### config.mk
export PLATFORM = sky130hd
export DESIGN_NAME = wb_commit
export DESIGN_NICKNAME = d
export VERILOG_FILES = /design/src/rtl/wb_pkg.sv /design/src/rtl/wb_gprfile.sv /design/src/rtl/wb_commit.sv
export SDC_FILE = /design/constraint.sdc
export NUM_CORES = 2
export LEC_CHECK = 0
export ABC_CLOCK_PERIOD_IN_PS = 2700
export CAP_MARGIN = 20
export CORE_MARGIN = 2
export CORE_UTILIZATION = 45
export DETAILED_ROUTE_END_ITERATION = 12
export SYNTH_ARGS = -nofsm -noshare
export SYNTH_HDL_FRONTEND = slang
export SYNTH_HIERARCHICAL = 1
export SYNTH_SLANG_ARGS = --single-unit
### constraint.sdc
create_clock -name clk -period 2.7 [get_ports clk]
set_input_delay 0.405 -clock clk [delete_from_list [all_inputs] [get_ports clk]]
set_output_delay 0.405 -clock clk [all_outputs]
set_load 0.05 [all_outputs]
### src/rtl/wb_pkg.sv
// Shared definitions for the writeback/commit stage.
// Holds rd source codes, CSR addresses, trap cause and FSM encoding.
package wb_pkg;

   localparam logic [2:0] SRC_NONE = 3'd0;
   localparam logic [2:0] SRC_ALU  = 3'd1;
   localparam logic [2:0] SRC_MEM  = 3'd2;
   localparam logic [2:0] SRC_SNPC = 3'd3;
   localparam logic [2:0] SRC_CSR  = 3'd4;
   localparam logic [2:0] SRC_CMP  = 3'd5;

   localparam logic [11:0] CSR_MSTATUS = 12'h300;
   localparam logic [11:0] CSR_MTVEC   = 12'h305;
   localparam logic [11:0] CSR_MEPC    = 12'h341;
   localparam logic [11:0] CSR_MCAUSE  = 12'h342;

   localparam logic [31:0] ECALL_M = 32'd11;

   typedef enum logic [1:0] {
      ST_IDLE   = 2'b00,
      ST_WRITE  = 2'b01,
      ST_COMMIT = 2'b10
   } state_e;

   typedef struct packed {
      logic [31:0] dnpc;
      logic [31:0] snpc;
      logic [31:0] pc;
      logic [2:0]  src;
      logic [31:0] mdata;
      logic [31:0] alu;
      logic [31:0] csr;
      logic [31:0] src2;
      logic [11:0] csraddr;
      logic        cmp;
      logic        ecall;
      logic [4:0]  rd;
   } wb_bundle_t;

endpackage

### src/rtl/wb_gprfile.sv
// Architectural GPR file: one write port, two combinational read ports.
// Ports: clk/rst (async low), we/waddr/wdata, raddr1/2 -> rdata1/2; x0 reads 0.
module wb_gprfile #(
   parameter int NGPR = 32
) (
   input  logic        clk,
   input  logic        rst,
   input  logic        we_i,
   input  logic [4:0]  waddr_i,
   input  logic [31:0] wdata_i,
   input  logic [4:0]  raddr1_i,
   input  logic [4:0]  raddr2_i,
   output logic [31:0] rdata1_o,
   output logic [31:0] rdata2_o
);

   logic [31:0] regs_q [NGPR];

   always_ff @(posedge clk or negedge rst) begin
      if (!rst) begin
         for (int i = 0; i < NGPR; i++) regs_q[i] <= '0;
      end else if (we_i && waddr_i != 5'd0) begin
         regs_q[waddr_i] <= wdata_i;
      end
   end

   assign rdata1_o = (raddr1_i == 5'd0) ? 32'd0 : regs_q[raddr1_i];
   assign rdata2_o = (raddr2_i == 5'd0) ? 32'd0 : regs_q[raddr2_i];

endmodule

### src/rtl/wb_commit.sv
// Writeback/commit stage: captures an M->W bundle, writes GPR/CSRs, then
// offers {commit_pc, commit_npc} to the IFU. Owns GPRs and machine CSRs.
module wb_commit
   import wb_pkg::*;
#(
   parameter int          NGPR          = 32,
   parameter logic [31:0] RESET_MSTATUS = 32'h0000_1800
) (
   input  logic        clk,
   input  logic        rst,
   input  logic        s_valid,
   output logic        s_ready,
   input  logic [31:0] dnpcW,
   input  logic [31:0] snpcW,
   input  logic [31:0] pcW,
   input  logic [2:0]  rdregsrcW,
   input  logic [31:0] mdataW,
   input  logic [31:0] ALU_resultW,
   input  logic [31:0] csrW,
   input  logic [31:0] src2W,
   input  logic [11:0] csraddrW,
   input  logic        cmp_resultW,
   input  logic        ecallW,
   input  logic [4:0]  rdW,
   input  logic [4:0]  rs1_addr,
   input  logic [4:0]  rs2_addr,
   output logic [31:0] rs1_data,
   output logic [31:0] rs2_data,
   input  logic [11:0] csr_raddr,
   output logic [31:0] csr_rdata,
   output logic        commit_valid,
   input  logic        commit_ready,
   output logic [31:0] commit_pc,
   output logic [31:0] commit_npc
);

   state_e      state_q, state_d;
   wb_bundle_t  b_q, b_d;
   logic [31:0] mstatus_q, mtvec_q, mepc_q, mcause_q;
   logic [31:0] cpc_q, cnpc_q;
   logic        accept, wr_act;
   logic        gpr_we, has_rd;
   logic [31:0] gpr_wdata;

   assign s_ready = rst && (state_q == ST_IDLE);
   assign accept  = s_ready && s_valid;
   assign wr_act  = (state_q == ST_WRITE);

   always_comb begin
      state_d = state_q;
      case (state_q)
         ST_IDLE:   if (s_valid) state_d = ST_WRITE;
         ST_WRITE:  state_d = ST_COMMIT;
         ST_COMMIT: if (commit_ready) state_d = ST_IDLE;
         default:   state_d = ST_IDLE;
      endcase
   end

   always_comb begin
      b_d = b_q;
      if (accept) begin
         b_d.dnpc    = dnpcW;
         b_d.snpc    = snpcW;
         b_d.pc      = pcW;
         b_d.src     = rdregsrcW;
         b_d.mdata   = mdataW;
         b_d.alu     = ALU_resultW;
         b_d.csr     = csrW;
         b_d.src2    = src2W;
         b_d.csraddr = csraddrW;
         b_d.cmp     = cmp_resultW;
         b_d.ecall   = ecallW;
         b_d.rd      = rdW;
      end
   end

   always_ff @(posedge clk or negedge rst) begin
      if (!rst) begin
         state_q <= ST_IDLE;
         b_q     <= '0;
      end else begin
         state_q <= state_d;
         b_q     <= b_d;
      end
   end

   always_comb begin
      has_rd    = 1'b1;
      gpr_wdata = 32'd0;
      case (b_q.src)
         SRC_ALU:  gpr_wdata = b_q.alu;
         SRC_MEM:  gpr_wdata = b_q.mdata;
         SRC_SNPC: gpr_wdata = b_q.snpc;
         SRC_CSR:  gpr_wdata = b_q.csr;
         SRC_CMP:  gpr_wdata = {31'b0, b_q.cmp};
         default:  has_rd = 1'b0;
      endcase
   end

   // An ecall bundle ignores its rd source entirely.
   assign gpr_we = wr_act && !b_q.ecall && has_rd && (b_q.rd != 5'd0);

   wb_gprfile #(.NGPR(NGPR)) u_gpr (
      .clk      (clk),
      .rst      (rst),
      .we_i     (gpr_we),
      .waddr_i  (b_q.rd),
      .wdata_i  (gpr_wdata),
      .raddr1_i (rs1_addr),
      .raddr2_i (rs2_addr),
      .rdata1_o (rs1_data),
      .rdata2_o (rs2_data)
   );

   always_ff @(posedge clk or negedge rst) begin
      if (!rst) begin
         mstatus_q <= RESET_MSTATUS;
         mtvec_q   <= '0;
         mepc_q    <= '0;
         mcause_q  <= '0;
      end else if (wr_act) begin
         if (b_q.ecall) begin
            mepc_q   <= b_q.pc;
            mcause_q <= ECALL_M;
         end else if (b_q.src == SRC_CSR) begin
            case (b_q.csraddr)
               CSR_MSTATUS: mstatus_q <= b_q.src2;
               CSR_MTVEC:   mtvec_q   <= b_q.src2;
               CSR_MEPC:    mepc_q    <= b_q.src2;
               CSR_MCAUSE:  mcause_q  <= b_q.src2;
               default:     ;
            endcase
         end
      end
   end

   always_comb begin
      csr_rdata = 32'd0;
      case (csr_raddr)
         CSR_MSTATUS: csr_rdata = mstatus_q;
         CSR_MTVEC:   csr_rdata = mtvec_q;
         CSR_MEPC:    csr_rdata = mepc_q;
         CSR_MCAUSE:  csr_rdata = mcause_q;
         default:     csr_rdata = 32'd0;
      endcase
   end

   // Commit record is latched with the architectural write so it is
   // stable for the whole COMMIT state.
   always_ff @(posedge clk or negedge rst) begin
      if (!rst) begin
         cpc_q  <= '0;
         cnpc_q <= '0;
      end else if (wr_act) begin
         cpc_q  <= b_q.pc;
         cnpc_q <= b_q.ecall ? mtvec_q : b_q.dnpc;
      end
   end

   assign commit_valid = (state_q == ST_COMMIT);
   assign commit_pc    = cpc_q;
   assign commit_npc   = cnpc_q;

endmodule

After elaboration in Yosys (flattened, before gate mapping) --
Cells that the tools add are included.
Word-level totals: bits in registers 1464, output and inout port bits 162, word-level logic and storage cells 121
Operators by class: magnitude comparators 4, eq/ne operators 17, mux-type cells 24, bitwise gates (word level) 4, reductions and logical operators 21
Operators by type and width (number):
- $bwmux W1024 | 1
- $mux W32 | 14
- $bmux W32 S5 | 2
- $demux W32 S5 | 1
- $pmux W32 S5 | 1
- $pmux W32 S4 | 1
- $eq A12 B10 Y1 const B | 8
- $ge A6 B6 Y1 const B | 3
- $not A5 Y6 | 3
- $logic_not A5 Y1 | 2
- $reduce_and A4 Y1 | 2
- $logic_and A1 B1 Y1 | 7
- $eq A3 B2 Y1 const B | 2
- $eq A3 B3 Y1 const B | 2
- $lt A6 B1 Y1 const B | 1
- $pmux W2 S3 | 1
- $reduce_and A3 Y1 | 2
- $reduce_bool A2 Y1 | 3
- $reduce_bool A5 Y1 | 1
- $reduce_or A5 Y1 | 1
- $mux W2 | 2
- $eq A3 B1 Y1 const B | 1
- $eq A2 B1 Y1 const B | 1
- $eq A2 B2 Y1 const B | 1
- 7 further kinds | 7

Depth between registers and ports, before layout --
word-level depth 6, mapped depth 10, depth with buffers taken out 7

Hierarchy --
Netlist, hierarchy kept.
By module, submodules not included:
- wb_gprfile | instances 1, cells each 3623, area each 54461.0 um^2, seq. area each 25624.6 um^2
- wb_commit | instances 1, cells each 1395, area each 18343.8 um^2, seq. area each 11013.1 um^2

Least setup slack after synthesis --
OpenSTA, ideal clock, no wires.
path kind input port to output port, from in rs2_addr[0], to out rs2_data[14], arrival 2.768 ns, data required time 2.295 ns, setup slack -0.473 ns, stages 7, buffers on the path 4, cell sequence buf_2 -> inv_1 -> buf_2 -> buf_2 -> clkbuf_1 -> o2111ai_1 -> a311oi_1
Between the ends: longest elaborated chain between the ends 5
RTL lines:
- start, declared | RTL line wb_commit.sv:26 | input logic [4:0] rs2_addr,
- $not A5 Y6 (implied by the code) | RTL line wb_gprfile.sv:28 | assign rdata2_o = (raddr2_i == 5'd0) ? 32'd0 : regs_q[raddr2_i];
- $bmux W32 S5 | RTL line wb_gprfile.sv:28
- $mux W32 (implied by the code) (2 in a row) | RTL line wb_gprfile.sv:28
- $mux W32 (*) | RTL line wb_gprfile.sv:28
- end, declared | RTL line wb_commit.sv:28 | output logic [31:0] rs2_data,
Every way passes the cells marked *; elsewhere a longest branch is shown, timed or not. The select of a mux whose other input is x is not followed.

Worst setup path after layout --
from reg u_gpr/regs_q[857] in the netlist's numbering, to out rs1_data[25]
Between the ends: longest elaborated chain between the ends 4
RTL lines:
- start, declared | RTL line wb_gprfile.sv:17 | logic [31:0] regs_q [NGPR];
- start signal, assigned by index | RTL line wb_gprfile.sv:23 | regs_q[waddr_i] <= wdata_i;
- $bmux W32 S5 | RTL line wb_gprfile.sv:27 | assign rdata1_o = (raddr1_i == 5'd0) ? 32'd0 : regs_q[raddr1_i];
- $mux W32 (implied by the code) (2 in a row) | RTL line wb_gprfile.sv:27
- $mux W32 | RTL line wb_gprfile.sv:27
- end, declared | RTL line wb_commit.sv:27 | output logic [31:0] rs1_data,
Every way passes these cells. The select of a mux whose other input is x is not followed.

==> results.txt <==
DR iter-0 viols - 4493
top cells by count, synth - 1462 x dfrtp_1, 1301 x mux2_2, 448 x mux4_2
total design power - 75.4 mW
slack of the worst reg-to-reg path - 0.03 ns
R2R depth - 8
final hold vios - 0
yosys warns - 6
Slew HR - 0.339
TritonCTS buffer count - 162
Mean Syn Cell Area - 14.5 um2
largest net degree at the start of global routing - 167
hold crit path type - in -> async
die span in y - 406 um
Tmin final - 2.94 ns
first-pass GRT wire length - 364 mm
hpwl dp - 165 mm
Post-synth EDFFs - 0
Layout Nets - 5907
fmax - 340 MHz
crit-path max FO - 3
most common cell in the netlist - dfrtp_1
Final Util - 0.580
drt total wl - 250 mm
critical path's largest stage delay - 0.46 ns
Netlist Area Pre-Place - 0.0728 mm2
failing checks - setup timing
H-tree depth - 4
DR pass1 iterations - 7
IO Pins - 434
Longest Clk Path Bufs - 3
slack of the critical path - -0.240 ns
Worst Path Required - 2.30 ns
Unique masters post-synth - 52
Clk Latency, worst-skew pair - 0.82 ns
Mapped Cells - 5018
register bit total from synthesis - 1464
Critical Path End Type - primary output
DRC - 0
IO Port Bufs - 433
R2R Path Start - b_q[3]
Synth async-reset ratio - 1.00
max_cap viols - 0
Layout fillers - 12600
routed via count - 49400
end of the worst register-to-register path - u_gpr/regs_q[949]
critical path cell sequence - mux4_2, mux2_4, o21ai_4, a311oi_2, buf_4, buf_12
syn_nets - 5291
CTS root buffer - clkbuf_16
Die W - 406 um
Post-DRT Antenna Nets - 0
RSZ-0062 raised after global routing - true
Critical-path top delay cell - mux4_2
Arr. time, crit path - 2.53 ns
Cell Pwr Density - 810 mW/mm2
worst vdd ir - 0.821 mV
area growth from synthesis to layout - 27.9%
top_reg_cell synth - dfrtp_1
slew of the pin with the lowest slew margin - 0.991 ns
Setup CP Type - reg -> out
final setup violation count - 64
Leakage - 41.4 nW
vias per cell - 6.22
GRT Overall Usage - 0.304
final weighted congestion in routability-driven placement - 0.860
post-synth top area cell - dfrtp_1
final worst-path cycle share - 1.09
post-synthesis sequential area ratio - 0.503
CP Buf/Inv Count - 2
clock sinks - 1464
Avg WL per Cell - 31.4 um
Starting Density - 0.453
crit-path leading delay family - multiplexers
status - finished, violations left
fin. max-slew vios - 0
row count - 147
antenna violations before repair - 35
layout cells sized above 1 - 0.533
Clock Skew - 0.0271 ns
Area contributors post-synth - dfrtp_1 50%, mux2_2 20%, mux4_2 14%
CTS clk-pin slew, worst paths - 0.06 ns
core area - 0.161 mm2
vias in the first global route - 51200
startpoint types - flop
GRT Residual Overflow - 0
die area - 0.165 mm2
TritonCTS clock tree - done
post-synth top area share - 0.503
-- layer usage --
| layer | share of wire | vias up | GRT usage |
|---|---|---|---|
| met3 | 0.070 | 445 | 0.0687 |
| met2 | 0.47 | 1835 | 0.474 |
| li1 | - | 20400 | - |
| met1 | 0.42 | 26700 | 0.417 |
| met5 | 0.00039 | - | 0 |
| met4 | 0.037 | 14 | 0.112 |
-- worst max-delay path by stage --
stage                 startpoint       endpoint  slack [ns]  depth (start not counted)
2_1_floorplan       csr_raddr[3]   csr_rdata[0]       -0.19                          5
3_3_place_gp        csr_raddr[3]  csr_rdata[16]       -0.21                          9
3_5_place_dp        csr_raddr[3]  csr_rdata[28]       -0.24                          9
4_1_cts        u_gpr/regs_q[519]    rs1_data[7]       -0.28                          6
5_1_grt        u_gpr/regs_q[793]   rs1_data[25]       -0.32                          6
6_report       u_gpr/regs_q[857]   rs1_data[25]       -0.24                          6
-- per-stage QoR --
stage	setup slack, ns	hold WS (ns)	instance area [um2]	TNS (ns)	instances
2_1_floorplan	-0.187	0.109	73200	-5.61	5018
3_3_place_gp	-0.211	0.275	85600	-8.30	7634
3_5_place_dp	-0.240	0.279	85600	-9.86	7636
4_1_cts	-0.282	0.0722	92400	-11.56	7911
5_1_grt	-0.317	0.0781	93100	-13.74	7942
6_report	-0.240	0.0814	93100	-9.35	7944
-- flip-flops by register name (all words and copies together), names as in the netlist --
register	count
mepc_q	32
mstatus_q	32
commit_pc	32
state_q	2
commit_npc	32
u_gpr/regs_q	1024
mtvec_q	32
mcause_q	32
b_q	246
-- report_power, final --
part | switching (mW) | total (mW) | internal (mW)
logic | 13.2 | 23.1 | 9.88
registers | 3.33 | 29.8 | 26.4
clock network | 9.52 | 22.5 | 13.0
total | 26.1 | 75.4 | 49.3
-- area by class of cell --
class                   count  area, um2  area share
well taps                2160       2700      0.0290
multi-input cells        3011      36300       0.390
inverters                   8       33.8    0.000363
diodes                     24       60.1    0.000645
repair buffers            987      11900       0.128
clock inverters            53        642     0.00690
clock buffers             237       4770      0.0512
flip-flops and latches   1464      36600       0.394
-- layout by cell type (no fill, tap or decap), types with 31 or more instances in the layout --
cell type,count
nand2_1,166
o21ai_0,48
dfrtp_1,1461
buf_12,268
o21ai_2,66
mux2_2,1264
a21oi_2,31
nor2b_1,54
clkbuf_1,33
o21a_1,32
o22a_1,31
mux2_1,65
o21ai_1,38
clkbuf_8,41
a22oi_2,37
a311oi_2,38
mux2i_1,160
clkbuf_16,176
mux4_2,448
buf_4,361
clkdlybuf4s50_1,317
mux2_4,37
a211oi_2,53
a22oi_1,151
-- kinds of logic after synthesis --
family / count (synthesis) / share of synthesized area
AOI/OAI and AO/OA: 689 / 0.0671
adders and majority gates: 1 / 0.000172
DFF: 1464 / 0.503
muxes: 1974 / 0.372
buffers and inverters: 543 / 0.0341
and+or+nand+nor: 347 / 0.0235
-- timing repair --
action	in CTS	in global routing
gates cloned	2	4
hold endpoints to repair	483	0
hold buffers	1	0
endpoints found under the setup margin	97	103
resized for setup	384	132
pin swaps	92	47
buffers inserted	15	7
No activity file was read; power rests on OpenSTA's default activity.
